==> config.mk <==
export PLATFORM = sky130hd
export DESIGN_NAME = seq_stream_identifier
export DESIGN_NICKNAME = d
export VERILOG_FILES = /design/src/rtl/seq_pkg.sv /design/src/rtl/seq_expect_bank.sv /design/src/rtl/seq_stream_identifier.sv
export SDC_FILE = /design/constraint.sdc
export NUM_CORES = 1
export LEC_CHECK = 0
export ABC_AREA = 1
export ABC_CLOCK_PERIOD_IN_PS = 11100
export BUFFER_PORTS_ARGS = -buffer_cell sky130_fd_sc_hd__buf_2
export CORE_MARGIN = 2
export CORE_UTILIZATION = 49
export CTS_CLUSTER_SIZE = 10
export DETAILED_ROUTE_END_ITERATION = 7
export GPL_TIMING_DRIVEN = 0
export PLACE_DENSITY = 0.75
export SLEW_MARGIN = 0
export SYNTH_ARGS = -nofsm -noshare
export SYNTH_HDL_FRONTEND = slang
export SYNTH_SLANG_ARGS = --single-unit
==> constraint.sdc <==
create_clock -name clk -period 11.1 [get_ports clk]
set_input_delay 0.555 -clock clk [delete_from_list [all_inputs] [get_ports clk]]
set_output_delay 0.555 -clock clk [all_outputs]
set_load 0.02 [all_outputs]
==> src/rtl/seq_pkg.sv <==
// Shared sequence codes and term-0 model state for the sequence generators
// and the receive-side identifier.
package seq_pkg;

    localparam int unsigned DATA_W = 8;
    localparam int unsigned CODE_W = 3;
    localparam int unsigned NUM_SEQ = 8;

    // Output-select encoding shared with the generators
    localparam logic [CODE_W-1:0] SEQ_SQRS = 3'd0;
    localparam logic [CODE_W-1:0] SEQ_EXP3 = 3'd1;
    localparam logic [CODE_W-1:0] SEQ_TRI  = 3'd2;
    localparam logic [CODE_W-1:0] SEQ_FIB  = 3'd3;
    localparam logic [CODE_W-1:0] SEQ_PELL = 3'd4;
    localparam logic [CODE_W-1:0] SEQ_LUC  = 3'd5;
    localparam logic [CODE_W-1:0] SEQ_PAD  = 3'd6;
    localparam logic [CODE_W-1:0] SEQ_SYLV = 3'd7;

    // Term-0 recurrence state
    localparam logic [DATA_W-1:0] K_INIT     = 8'd0;
    localparam logic [DATA_W-1:0] SQ_INIT    = 8'd0;
    localparam logic [DATA_W-1:0] E3_INIT    = 8'd1;
    localparam logic [DATA_W-1:0] TRI_INIT   = 8'd0;
    localparam logic [DATA_W-1:0] FIB_A_INIT = 8'd1;
    localparam logic [DATA_W-1:0] FIB_B_INIT = 8'd1;
    localparam logic [DATA_W-1:0] PEL_A_INIT = 8'd0;
    localparam logic [DATA_W-1:0] PEL_B_INIT = 8'd1;
    localparam logic [DATA_W-1:0] LUC_A_INIT = 8'd2;
    localparam logic [DATA_W-1:0] LUC_B_INIT = 8'd1;
    localparam logic [DATA_W-1:0] PAD_A_INIT = 8'd1;
    localparam logic [DATA_W-1:0] PAD_B_INIT = 8'd1;
    localparam logic [DATA_W-1:0] PAD_C_INIT = 8'd1;
    localparam logic [DATA_W-1:0] SYL_INIT   = 8'd2;

    localparam logic [NUM_SEQ-1:0] CAND_INIT = 8'hFF;

    // Code of the lowest set bit; 0 for an empty mask
    function automatic logic [CODE_W-1:0] lowest_set(input logic [NUM_SEQ-1:0] mask);
        logic [CODE_W-1:0] code;
        code = '0;
        for (int i = NUM_SEQ - 1; i >= 0; i--) begin
            if (mask[i]) code = CODE_W'(i);
        end
        return code;
    endfunction

endpackage

==> src/rtl/seq_expect_bank.sv <==
// Expected-term models for all eight sequences, stepped once per advance.
module seq_expect_bank
    import seq_pkg::*;
(
    input  logic                            clk,
    input  logic                            reset,
    input  logic                            clear,
    input  logic                            advance,
    output logic [NUM_SEQ-1:0][DATA_W-1:0]  exp
);

    logic [DATA_W-1:0] k_q, k_d, sq_q, sq_d, e3_q, e3_d, tri_q, tri_d;
    logic [DATA_W-1:0] fib_a_q, fib_a_d, fib_b_q, fib_b_d;
    logic [DATA_W-1:0] pel_a_q, pel_a_d, pel_b_q, pel_b_d;
    logic [DATA_W-1:0] luc_a_q, luc_a_d, luc_b_q, luc_b_d;
    logic [DATA_W-1:0] pad_a_q, pad_a_d, pad_b_q, pad_b_d, pad_c_q, pad_c_d;
    logic [DATA_W-1:0] syl_q, syl_d;
    logic [2*DATA_W-1:0] syl_prod;

    // Next-state of every recurrence; wrapping 8-bit arithmetic throughout
    always_comb begin
        k_d = k_q;   sq_d = sq_q;   e3_d = e3_q;   tri_d = tri_q;
        fib_a_d = fib_a_q; fib_b_d = fib_b_q;
        pel_a_d = pel_a_q; pel_b_d = pel_b_q;
        luc_a_d = luc_a_q; luc_b_d = luc_b_q;
        pad_a_d = pad_a_q; pad_b_d = pad_b_q; pad_c_d = pad_c_q;
        syl_d = syl_q;
        syl_prod = (2*DATA_W)'(syl_q) * (2*DATA_W)'(syl_q - 8'd1);
        if (clear) begin
            k_d = K_INIT;  sq_d = SQ_INIT;  e3_d = E3_INIT;  tri_d = TRI_INIT;
            fib_a_d = FIB_A_INIT; fib_b_d = FIB_B_INIT;
            pel_a_d = PEL_A_INIT; pel_b_d = PEL_B_INIT;
            luc_a_d = LUC_A_INIT; luc_b_d = LUC_B_INIT;
            pad_a_d = PAD_A_INIT; pad_b_d = PAD_B_INIT; pad_c_d = PAD_C_INIT;
            syl_d = SYL_INIT;
        end else if (advance) begin
            k_d     = k_q + 8'd1;
            sq_d    = sq_q + {k_q[DATA_W-2:0], 1'b0} + 8'd1;
            e3_d    = e3_q + {e3_q[DATA_W-2:0], 1'b0};
            tri_d   = tri_q + k_q + 8'd1;
            fib_a_d = fib_b_q;
            fib_b_d = fib_a_q + fib_b_q;
            pel_a_d = pel_b_q;
            pel_b_d = {pel_b_q[DATA_W-2:0], 1'b0} + pel_a_q;
            luc_a_d = luc_b_q;
            luc_b_d = luc_a_q + luc_b_q;
            pad_a_d = pad_b_q;
            pad_b_d = pad_c_q;
            pad_c_d = pad_a_q + pad_b_q;
            syl_d   = syl_prod[DATA_W-1:0] + 8'd1;
        end
    end

    always_ff @(posedge clk) begin
        if (reset) begin
            k_q <= K_INIT;  sq_q <= SQ_INIT;  e3_q <= E3_INIT;  tri_q <= TRI_INIT;
            fib_a_q <= FIB_A_INIT; fib_b_q <= FIB_B_INIT;
            pel_a_q <= PEL_A_INIT; pel_b_q <= PEL_B_INIT;
            luc_a_q <= LUC_A_INIT; luc_b_q <= LUC_B_INIT;
            pad_a_q <= PAD_A_INIT; pad_b_q <= PAD_B_INIT; pad_c_q <= PAD_C_INIT;
            syl_q <= SYL_INIT;
        end else begin
            k_q <= k_d;  sq_q <= sq_d;  e3_q <= e3_d;  tri_q <= tri_d;
            fib_a_q <= fib_a_d; fib_b_q <= fib_b_d;
            pel_a_q <= pel_a_d; pel_b_q <= pel_b_d;
            luc_a_q <= luc_a_d; luc_b_q <= luc_b_d;
            pad_a_q <= pad_a_d; pad_b_q <= pad_b_d; pad_c_q <= pad_c_d;
            syl_q <= syl_d;
        end
    end

    always_comb begin
        exp           = '0;
        exp[SEQ_SQRS] = sq_q;
        exp[SEQ_EXP3] = e3_q;
        exp[SEQ_TRI]  = tri_q;
        exp[SEQ_FIB]  = fib_a_q;
        exp[SEQ_PELL] = pel_a_q;
        exp[SEQ_LUC]  = luc_a_q;
        exp[SEQ_PAD]  = pad_a_q;
        exp[SEQ_SYLV] = syl_q;
    end

endmodule

==> src/rtl/seq_stream_identifier.sv <==
// Identifies which generated sequence (mod 256) an incoming byte stream carries
// by eliminating candidates whose expected term disagrees with each sample.
module seq_stream_identifier
    import seq_pkg::*;
#(
    parameter int unsigned MIN_LOCK = 3
) (
    input  logic               clk,
    input  logic               reset,
    input  logic               clear,
    input  logic               in_valid,
    input  logic [DATA_W-1:0]  in_data,
    output logic [NUM_SEQ-1:0] cand,
    output logic               locked,
    output logic [CODE_W-1:0]  match_code,
    output logic               mismatch,
    output logic [DATA_W-1:0]  samples
);

    localparam logic [DATA_W-1:0] MIN_LOCK_W = DATA_W'(MIN_LOCK);
    localparam logic [DATA_W-1:0] SAMPLES_MAX = '1;

    logic [NUM_SEQ-1:0][DATA_W-1:0] exp_terms;
    logic                           advance;

    logic [NUM_SEQ-1:0] cand_q, cand_d;
    logic [DATA_W-1:0]  samples_q, samples_d;
    logic [CODE_W-1:0]  match_code_q, match_code_d;
    logic               locked_q, locked_d;
    logic               mismatch_q, mismatch_d;
    logic               one_hot;

    // A sample presented together with clear is discarded
    assign advance = in_valid & ~clear;

    seq_expect_bank u_bank (
        .clk     (clk),
        .reset   (reset),
        .clear   (clear),
        .advance (advance),
        .exp     (exp_terms)
    );

    always_comb begin
        cand_d    = cand_q;
        samples_d = samples_q;
        if (clear) begin
            cand_d    = CAND_INIT;
            samples_d = '0;
        end else if (in_valid) begin
            for (int i = 0; i < NUM_SEQ; i++) begin
                if (in_data != exp_terms[i]) cand_d[i] = 1'b0;
            end
            if (samples_q != SAMPLES_MAX) samples_d = samples_q + 8'd1;
        end
        one_hot      = (cand_d != '0) && ((cand_d & (cand_d - 8'd1)) == '0);
        locked_d     = one_hot && (samples_d >= MIN_LOCK_W);
        mismatch_d   = (cand_d == '0);
        match_code_d = lowest_set(cand_d);
    end

    always_ff @(posedge clk) begin
        if (reset) begin
            cand_q       <= CAND_INIT;
            samples_q    <= '0;
            match_code_q <= '0;
            locked_q     <= 1'b0;
            mismatch_q   <= 1'b0;
        end else begin
            cand_q       <= cand_d;
            samples_q    <= samples_d;
            match_code_q <= match_code_d;
            locked_q     <= locked_d;
            mismatch_q   <= mismatch_d;
        end
    end

    assign cand       = cand_q;
    assign samples    = samples_q;
    assign match_code = match_code_q;
    assign locked     = locked_q;
    assign mismatch   = mismatch_q;

endmodule

### Word-level counts from Yosys, hierarchy flattened

Cells that the tools add are included.

* bits of input ports: 12
* output and inout bits: 21
* word-level logic and storage cells: 78
* register bits after elaboration: 133

* bitwise gates (word level): 3
* muxes and demuxes: 20
* $add $sub $neg: 14
* multiply operators: 1
* order comparisons: 1
* eq/ne operators: 9
* reduce and logical (&&, ||, !) cells: 9

Operator list (number)
* inequality test 8 bit: 8
* adder 8 bit: 7
* adder 8 x 1 -> 8 bit, second input constant: 5
* 2-to-1 mux 8 bit: 5
* zero test 8 bit: 2
* multiplier 8 x 16 -> 8 bit: 1
* 2-to-1 mux 3 bit: 4
* 2-to-1 mux 1 bit: 9
* subtractor 8 x 1 -> 9 bit, second input constant: 1
* AND 8 bit: 1
* >= comparator 8 x 2 -> 1 bit, second input constant: 1
* inequality test 8 bit, second input constant: 1
* nonzero test 8 bit: 1
* subtractor 8 x 1 -> 8 bit, second input constant: 1
* OR reduction 5 bit: 1
* 2-to-1 mux 2 bit: 2
* OR reduction 2 bit: 2
* OR reduction 3 bit: 1
* logical AND 1 bit: 2
* AND 1 bit: 1
* NOT 1 bit: 1

### Logic depth before layout (Yosys ltp)

Gate-level depths: netlist (run 1).

* depth in word-level cells: 11
* mapped depth: 25
* depth with buffers taken out: 25

### Modules after synthesis

Synthesis (run 1) repeated with hierarchy kept, for this count alone.

* cells, all modules: 1269
* area, all modules: 8979.9 sq um

Modules (own cells, without submodules)
* seq_expect_bank: area an instance 6876.6 sq um, times used 1, cells an instance 939
* seq_stream_identifier: area an instance 2103.3 sq um, times used 1, cells an instance 330

### Worst setup path before layout (run 1)

OpenSTA, ideal clock, no wires.

* kind: flip-flop to flip-flop
* from: reg u_bank.syl_q[1]
* to: reg u_bank.syl_q[7]
* arrival time: 4.230 ns
* slack: 6.761 ns
* data required time: 10.991 ns
* path buffers: 0
* clock period less this slack: 4.339 ns
* stages on the path, launching flop included: 22
* cell sequence: dfxtp_1 > inv_1 > ha_1 > inv_1 > ha_1 > inv_1 > nand2_1 > fa_1 > inv_1 > ha_1 > fa_1 > fa_1 > ha_1 > a21oi_1 > o21ai_0 > xnor2_1 > xor2_1 > inv_1 > nand3_1 > nand3_1 > nand2_1 > inv_1

* word-level cells in the longest chain between the ends: 3

Ends and longest elaborated chain
* start, declared: line seq_expect_bank.sv:17 `logic [DATA_W-1:0] syl_q, syl_d;`
* start signal, assigned: line seq_expect_bank.sv:68 `syl_q <= syl_d;`
* subtractor 8 x 1 -> 9 bit: line seq_expect_bank.sv:28 `syl_prod = (2*DATA_W)'(syl_q) * (2*DATA_W)'(syl_q - 8'd1);`
* multiplier 8 x 16 -> 8 bit (*): line seq_expect_bank.sv:28
* adder 8 x 1 -> 8 bit (*): line seq_expect_bank.sv:50 `syl_d = syl_prod[DATA_W-1:0] + 8'd1;`

Every way passes the cells marked *; elsewhere a longest branch is shown, timed or not.
A chain may end at the register's enable or synchronous reset.

### Worst setup path after layout (run 1)

Ends and elaborated chain as after synthesis.

==> flow_metrics.tcl, run 1 <==
set metrics [dict create \
    syn_area_um2 8590 \
    p_sw_w 0.000354 \
    maxCapViolCount 0 \
    hold_viol_final 0 \
    synthCells 1198 \
    status "finished, final reports clean" \
    syn_nets 1298 \
    drt_pre_antenna_iters 5 \
    fin_util_pct 55.8 \
    grt_max_degree 17 \
    wire_per_inst_um 15.1 \
    met1Wirelength_um 10100 \
    placed_area_um2 8990 \
    syn2layout_area_growth_pct 12.0 \
    antenna_left 0 \
    postSynth.asyncResetShare_pct 0 \
    vias 7827 \
    synth.area.top_cells "dfxtp_1 (31%), ha_1 (10%), nand2_1 (8.9%)" \
    num_rows 48 \
    wl_met2_um 10100 \
    finalNetCount 1341 \
    ios 33 \
    clock_skew_ns 0.0123 \
    wl_met3_um 1690 \
    placed_cells 1447 \
    post-route-min-period_ns 4.94 \
    finalSetupViolCount 0 \
    criticalPathCategory "reg2reg" \
    ys_ff_latch 132 \
    dp_hpwl_um 16000 \
    fin_area_um2 9610 \
    antenna_cells 0 \
    p_int_w 0.000940 \
    synth_edf_count 0 \
    clock_latency_ns 0.44 \
    post-cts-setup-buffers 0 \
    yosysMostFrequentCell "nand2_1" \
    clock-sinks 132 \
    htree_levels 4 \
    hold_class "reg2reg" \
    grt_first_pass_wirelength_um 36700 \
    p_clk_share_pct 46.6 \
    tritoncts "yes" \
    power_frac_comb_pct 14.1 \
    cts_buffers 17 \
    worst_slew_margin_rel_pct 45.7 \
    place_congestion 0.879 \
    n_fill_cell 1600 \
    detail_route.iter0.violations 667 \
    pwr-share-seq_pct 39.4 \
    drive_gt1_share_pct 7.50 \
    tns_ns 0 \
    yosysSeqAreaShare_pct 30.8 \
    antenna_found_initial 0 \
    cp-start-kind "flop" \
    drc_errors 0 \
    cts_root_buffer "clkbuf_16" \
    layout.cells.non_filler 1479 \
    clk_pin_slew_ns 0.06 \
    end_kind "flop" \
    critPathArrivalTime_ns 5.27 \
    switching_share_pct 27.3 \
    worstMarginPinSlew_ns 0.815 \
    maxUsedRoutingLayer "met4" \
    drv_slew 0 \
    core_um2 17200 \
    ys_warn_count 0 \
    grt_usage_pct 25.5 \
    synth_cell_types 35 \
    max_freq_mhz 203 \
    syn_avg_cell_area_um2 7.17 \
    portBuffers 24 \
    peakVddDrop_v 0.000127 \
    hold_buffers 0 \
    synth_top_area_share_pct 30.8 \
    ys.flop_type "dfxtp_1" \
    via_per_inst 5.29 \
    p_leak_nw 4.60 \
    die_w_um 136 \
    fin_crit_sh_pct 44.5 \
    fp.dieArea_um2 18600 \
    rsz0062_at_grt "false" \
    synthTopCellsByCount "nand2_1 (204), nor2_1 (162), inv_1 (154), dfxtp_1 (132), o21ai_0 (114)" \
    yosys.area.top_type "dfxtp_1" \
    grt_pass1_vias 7476 \
    overflow 0 \
    clockBufferDepth 2 \
    cp.required_ns 11.43 \
    cts-resized-gates 0 \
    routed_wl_um 22400 \
    start_util_pct 49.8 \
    powerDensity_nw_per_um2 135 \
    path_max_fanout 9 \
    die_height_um 136 \
]
==> through the flow <==
step | power, W | hold WS [ns] | worst slack, ns
floorplan | 0.000649 | 0.423 | 6.76
global placement | 0.000694 | 0.435 | 6.18
detailed placement | 0.000698 | 0.441 | 6.15
CTS | 0.00129 | 0.453 | 6.13
global route | 0.00135 | 0.475 | 5.81
finish | 0.00129 | 0.456 | 6.16
==> logic make-up after synthesis <==
kind of cell	share of synthesized area, %
adders and majority gates	14.5
DFF	30.8
AOI/OAI and AO/OA	14.3
and+or+nand+nor	21.5
xor gates and xnor gates	9.08
buffers and inverters	9.89
==> cell type report <==
type	count	area [um2]	area share (%)
well taps	225	282	2.93
repair buffers	24	120	1.25
plain buffers	46	245	2.55
flip-flops and latches	132	2640	27.5
clock inverters	12	179	1.86
inverters	161	604	6.29
multi-input cells	859	5090	53.0
clock buffers	20	447	4.65
==> worst max-delay path, stage by stage (launching register included) <==
cell,delay (ns)
dfxtp_1,0.55
inv_1,0.20
ha_1,0.22
inv_1,0.11
ha_1,0.28
inv_1,0.09
nand2_1,0.07
fa_1,0.54
inv_1,0.04
ha_1,0.29
fa_1,0.51
fa_1,0.51
ha_1,0.36
a21oi_1,0.13
o21ai_0,0.13
xnor2_1,0.24
xor2_1,0.21
inv_1,0.06
nand3_1,0.08
nand3_1,0.09
nand2_1,0.09
inv_1,0.04
==> registers in the layout, summed over array words and instances, names as in the netlist, 3 cells and up <==
register	count
cand	8
match_code	3
samples	8
u_bank.e3_q	7
u_bank.fib_a_q	8
u_bank.fib_b_q	8
u_bank.k_q	8
u_bank.luc_a_q	8
u_bank.luc_b_q	8
u_bank.pad_a_q	8
u_bank.pad_b_q	8
u_bank.pad_c_q	8
u_bank.pel_a_q	8
u_bank.pel_b_q	8
u_bank.sq_q	8
u_bank.syl_q	8
u_bank.tri_q	8
==> layer usage <==
| layer | vias to the layer above | track usage (%) |
|---|---|---|
| li1 | 3919 | - |
| met1 | 3627 | 33.5 |
| met2 | 241 | 40.6 |
| met3 | 40 | 6.52 |
| met4 | 0 | 9.26 |
| met5 | - | 0 |
==> worst paths after layout <==
| kind | startpoint | end | slack (ns) | depth (start not counted) |
|---|---|---|---|---|
| hold / removal | u_bank.luc_b_q[7] | u_bank.luc_b_q[7] | 0.46 | 1 |
| setup reg to reg | u_bank.syl_q[1] | u_bank.syl_q[7] | 6.16 | 21 |
| setup / recovery | u_bank.syl_q[1] | u_bank.syl_q[7] | 6.16 | 21 |
| hold reg to reg | u_bank.luc_b_q[7] | u_bank.luc_b_q[7] | 0.46 | 1 |
==> placed cells by master, fill, tap and decap left out, types with 7 or more instances in the layout <==
| cell | n |
|---|---|
| xnor2_1 | 59 |
| clkbuf_1 | 28 |
| buf_6 | 7 |
| nand3_1 | 40 |
| nand2_1 | 204 |
| a21oi_1 | 107 |
| buf_2 | 33 |
| o211ai_1 | 9 |
| nand4_1 | 14 |
| fa_1 | 19 |
| inv_2 | 7 |
| clkbuf_16 | 17 |
| nor2_1 | 162 |
| ha_1 | 69 |
| o21ai_0 | 114 |
| inv_1 | 154 |
| dfxtp_1 | 132 |
| xor2_1 | 30 |
==> power by group through the flow <==
stage / clock, W / sequential [W] / combinational, W
after floorplan: 0 / 0.000518 / 0.000131
after global placement: 0 / 0.000519 / 0.000175
after detailed placement: 0 / 0.000519 / 0.000179
after CTS: 0.000604 / 0.000509 / 0.000181
after global routing: 0.000629 / 0.000512 / 0.000206
final: 0.000603 / 0.000510 / 0.000182
Power figures use the tool's default switching activity.
==> inputs of run 2 (changes only) <==
--- a/config.mk
+++ b/config.mk
@@ -5,15 +5,15 @@
 export SDC_FILE = /design/constraint.sdc
 export NUM_CORES = 1
 export LEC_CHECK = 0
-export ABC_AREA = 1
-export ABC_CLOCK_PERIOD_IN_PS = 11100
+export ABC_AREA = 0
+export ABC_CLOCK_PERIOD_IN_PS = 4350
 export BUFFER_PORTS_ARGS = -buffer_cell sky130_fd_sc_hd__buf_2
 export CORE_MARGIN = 2
 export CORE_UTILIZATION = 49
 export CTS_CLUSTER_SIZE = 10
 export DETAILED_ROUTE_END_ITERATION = 7
 export GPL_TIMING_DRIVEN = 0
-export PLACE_DENSITY = 0.75
+export PLACE_DENSITY = 0.77
 export SLEW_MARGIN = 0
 export SYNTH_ARGS = -nofsm -noshare
 export SYNTH_HDL_FRONTEND = slang
==> constraint.sdc (replaced) <==
create_clock -name clk -period 4.35 [get_ports clk]
set_input_delay 0.2175 -clock clk [delete_from_list [all_inputs] [get_ports clk]]
set_output_delay 0.2175 -clock clk [all_outputs]
set_load 0.02 [all_outputs]
==> run 2 against run 1 <==
  * Routed wire length down 15%
  * Sequential power up 150%
  * Fmax up 18%
  * Via count down 19%
  * Final area down 2.5%
  * Setup slack worse by 6.0 ns
  * Global-route usage down 3.5 points
  * Flip-flop and latch count unchanged
  * Hold slack worse by 0.33 ns
  * Critical endpoint unchanged
  * Largest cell class unchanged
==> flow_metrics.tcl, run 2 <==
set metrics [dict create \
    worst_slew_margin_rel_pct 41.5 \
    finalNetCount 1060 \
    synth_top_area_share_pct 32.0 \
    dp_hpwl_um 13200 \
    rsz0062_at_grt "false" \
    end_kind "flop" \
    hold_class "in2reg" \
    status "finished, final reports clean" \
    cp-start-kind "flop" \
    crit_slowest_cell "fa_2" \
    die_w_um 134 \
    yosysSeqAreaShare_pct 32.0 \
    drv_slew 0 \
    tritoncts "yes" \
    clock_skew_ns 0.00986 \
    die_height_um 134 \
    portBuffers 23 \
    maxCapViolCount 0 \
    fp.dieArea_um2 17900 \
    grt_usage_pct 22.0 \
    cp.required_ns 4.64 \
    path_delay_family "adder cells" \
    postSynth.asyncResetShare_pct 0 \
    antenna_left 0 \
    mostFrequentLayoutCell "dfxtp_1" \
    multiInputGateArea_um2 5320 \
    start_util_pct 49.9 \
    use_met2_pct 36.2 \
    drc_errors 0 \
    grt_max_degree 17 \
    critPathArrivalTime_ns 4.47 \
    synthCells 917 \
    detail_route.iter0.violations 486 \
    syn2layout_area_growth_pct 13.6 \
    worst_path_largest_cell_delay_ns 0.57 \
    hold_slack_ns 0.124 \
    grt_first_pass_wirelength_um 30900 \
    criticalPathCategory "reg2reg" \
    p_leak_nw 4.06 \
    clockBufferDepth 2 \
    syn_nets 1017 \
    routed_wl_um 19100 \
    finalSetupViolCount 0 \
    placed_area_um2 8640 \
    grtUsageMet3_pct 5.59 \
    drive_gt1_share_pct 9.87 \
    crit_buf_inv 4 \
    worstMarginPinSlew_ns 0.877 \
    synth_edf_count 0 \
    fin_area_um2 9370 \
    powerDensity_nw_per_um2 321 \
    num_rows 47 \
    hold_viol_final 0 \
    syn_avg_cell_area_um2 9.00 \
    htree_levels 4 \
    grt_pass1_vias 6249 \
    synth_cell_types 50 \
    via_per_inst 5.34 \
    ios 33 \
    antenna_cells 0 \
    ys_warn_count 0 \
    clk_pin_slew_ns 0.06 \
    yosys.area.top_type "dfxtp_1" \
    most-common-layout-cells "dfxtp_1 (130), nor2_1 (124), xnor2_1 (102)" \
    fin_crit_sh_pct 96.1 \
    clock-sinks 132 \
    cts_buffers 17 \
    cp_cell_sequence "clkbuf_8 -> inv_2 -> ha_4 -> inv_1 -> ha_4 -> nand2b_4 -> fa_1 -> inv_1 -> ha_1 -> fa_1 -> fa_2 -> ha_4 -> a21oi_4 -> xnor2_1 -> xnor2_1 -> nand2_1 -> xor2_1 -> nor2_1" \
    place_congestion 0.895 \
    synth.area.top_cells "dfxtp_1 (32%), xnor2_1 (11%), ha_1 (10%)" \
    wire_per_inst_um 16.0 \
    max_freq_mhz 239 \
    core_um2 16500 \
    yosysMostFrequentCell "dfxtp_1" \
    synthTopCellsByCount "dfxtp_1 (132), nor2_1 (124), xnor2_1 (104), mux2i_1 (73), ha_1 (69)" \
    grt_use_met1_pct 27.9 \
    n_fill_cell 1419 \
    overflow 0 \
    post-route-min-period_ns 4.18 \
    ys_ff_latch 132 \
    syn_area_um2 8250 \
    clock_latency_ns 0.43 \
    ys.flop_type "dfxtp_1" \
    vias 6376 \
    path_max_fanout 4 \
    antenna_found_initial 0 \
    hold_buffers 0 \
    drt_pre_antenna_iters 5 \
    cts_root_buffer "clkbuf_16" \
    crit_path_frequent_cell "ha_4" \
    layout.area.seq_um2 2650 \
    grt-busiest-layer "met2" \
    peakVddDrop_v 0.000237 \
]
==> run 2: area by class of cell <==
cell class	count	share of cell area (%)
clock inverters	11	1.34
flip-flops and latches	132	28.3
plain buffers	45	2.44
well taps	220	2.94
repair buffers	24	1.31
multi-input cells	691	56.7
inverters	49	1.96
clock buffers	21	5.02
==> run 2: logic make-up after synthesis <==
group	Yosys count	share of synthesized area, %
and+or+nand+nor	275	15.8
DFF	132	32.0
xor gates and xnor gates	129	13.8
AOI/OAI and AO/OA	124	9.31
buffers and inverters	94	4.88
adders and majority gates	90	15.3
muxes	73	8.86
==> run 2: repair_timing <==
item / CTS / global route
setup endpoints to repair: 1 / 1
buffers inserted: 1 / 0
resized for setup: 8 / 16
pin swaps: 3 / 3
==> run 2: through the flow <==
| step | setup TNS (ns) | utilization [%] | cells | total power, W | worst slack [ns] |
|---|---|---|---|---|---|
| 6_report | 0 | 56.7 | 1193 | 0.00301 | 0.168 |
| 5_1_grt | 0 | 56.7 | 1193 | 0.00311 | 0.00211 |
| 4_1_cts | 0 | 56.2 | 1193 | 0.00300 | 0.0366 |
| 3_5_place_dp | -0.387 | 52.3 | 1160 | 0.00158 | -0.387 |
| 3_3_place_gp | -0.339 | 52.3 | 1160 | 0.00157 | -0.339 |
| 2_1_floorplan | 0 | - | 917 | 0.00150 | 0.0782 |
==> run 2: where the power goes <==
group	internal (W)	leakage, nW	total [W]	switching (W)
Clock	0.000889	0.289	0.00144	0.000550
Combinational	0.000127	2.70	0.000319	0.000192
Sequential	0.00123	1.07	0.00125	0.0000206
Total	0.00224	4.06	0.00301	0.000762
==> run 2: tightest hold or removal path, stage by stage <==
cell	delay [ns]
buf_2	0.11
o22ai_2	0.11
nand2b_1	0.08
==> run 2: worst paths after layout <==
path,from,to,slack [ns],cells past startpoint
max,u_bank.syl_q[0],u_bank.syl_q[7],0.17,18
min,clear,cand[2],0.12,3
max reg2reg,u_bank.syl_q[0],u_bank.syl_q[7],0.17,18
min reg2reg,u_bank.pad_c_q[0],u_bank.pad_c_q[0],0.47,2
==> run 2: routing by layer <==
| metal | share of wire (%) | wire length [um] |
|---|---|---|
| met1 | 45 | 8650 |
| met2 | 47 | 9030 |
| met3 | 5.2 | 991 |
| met4 | 2.4 | 450 |
| met5 | 0 | 0 |
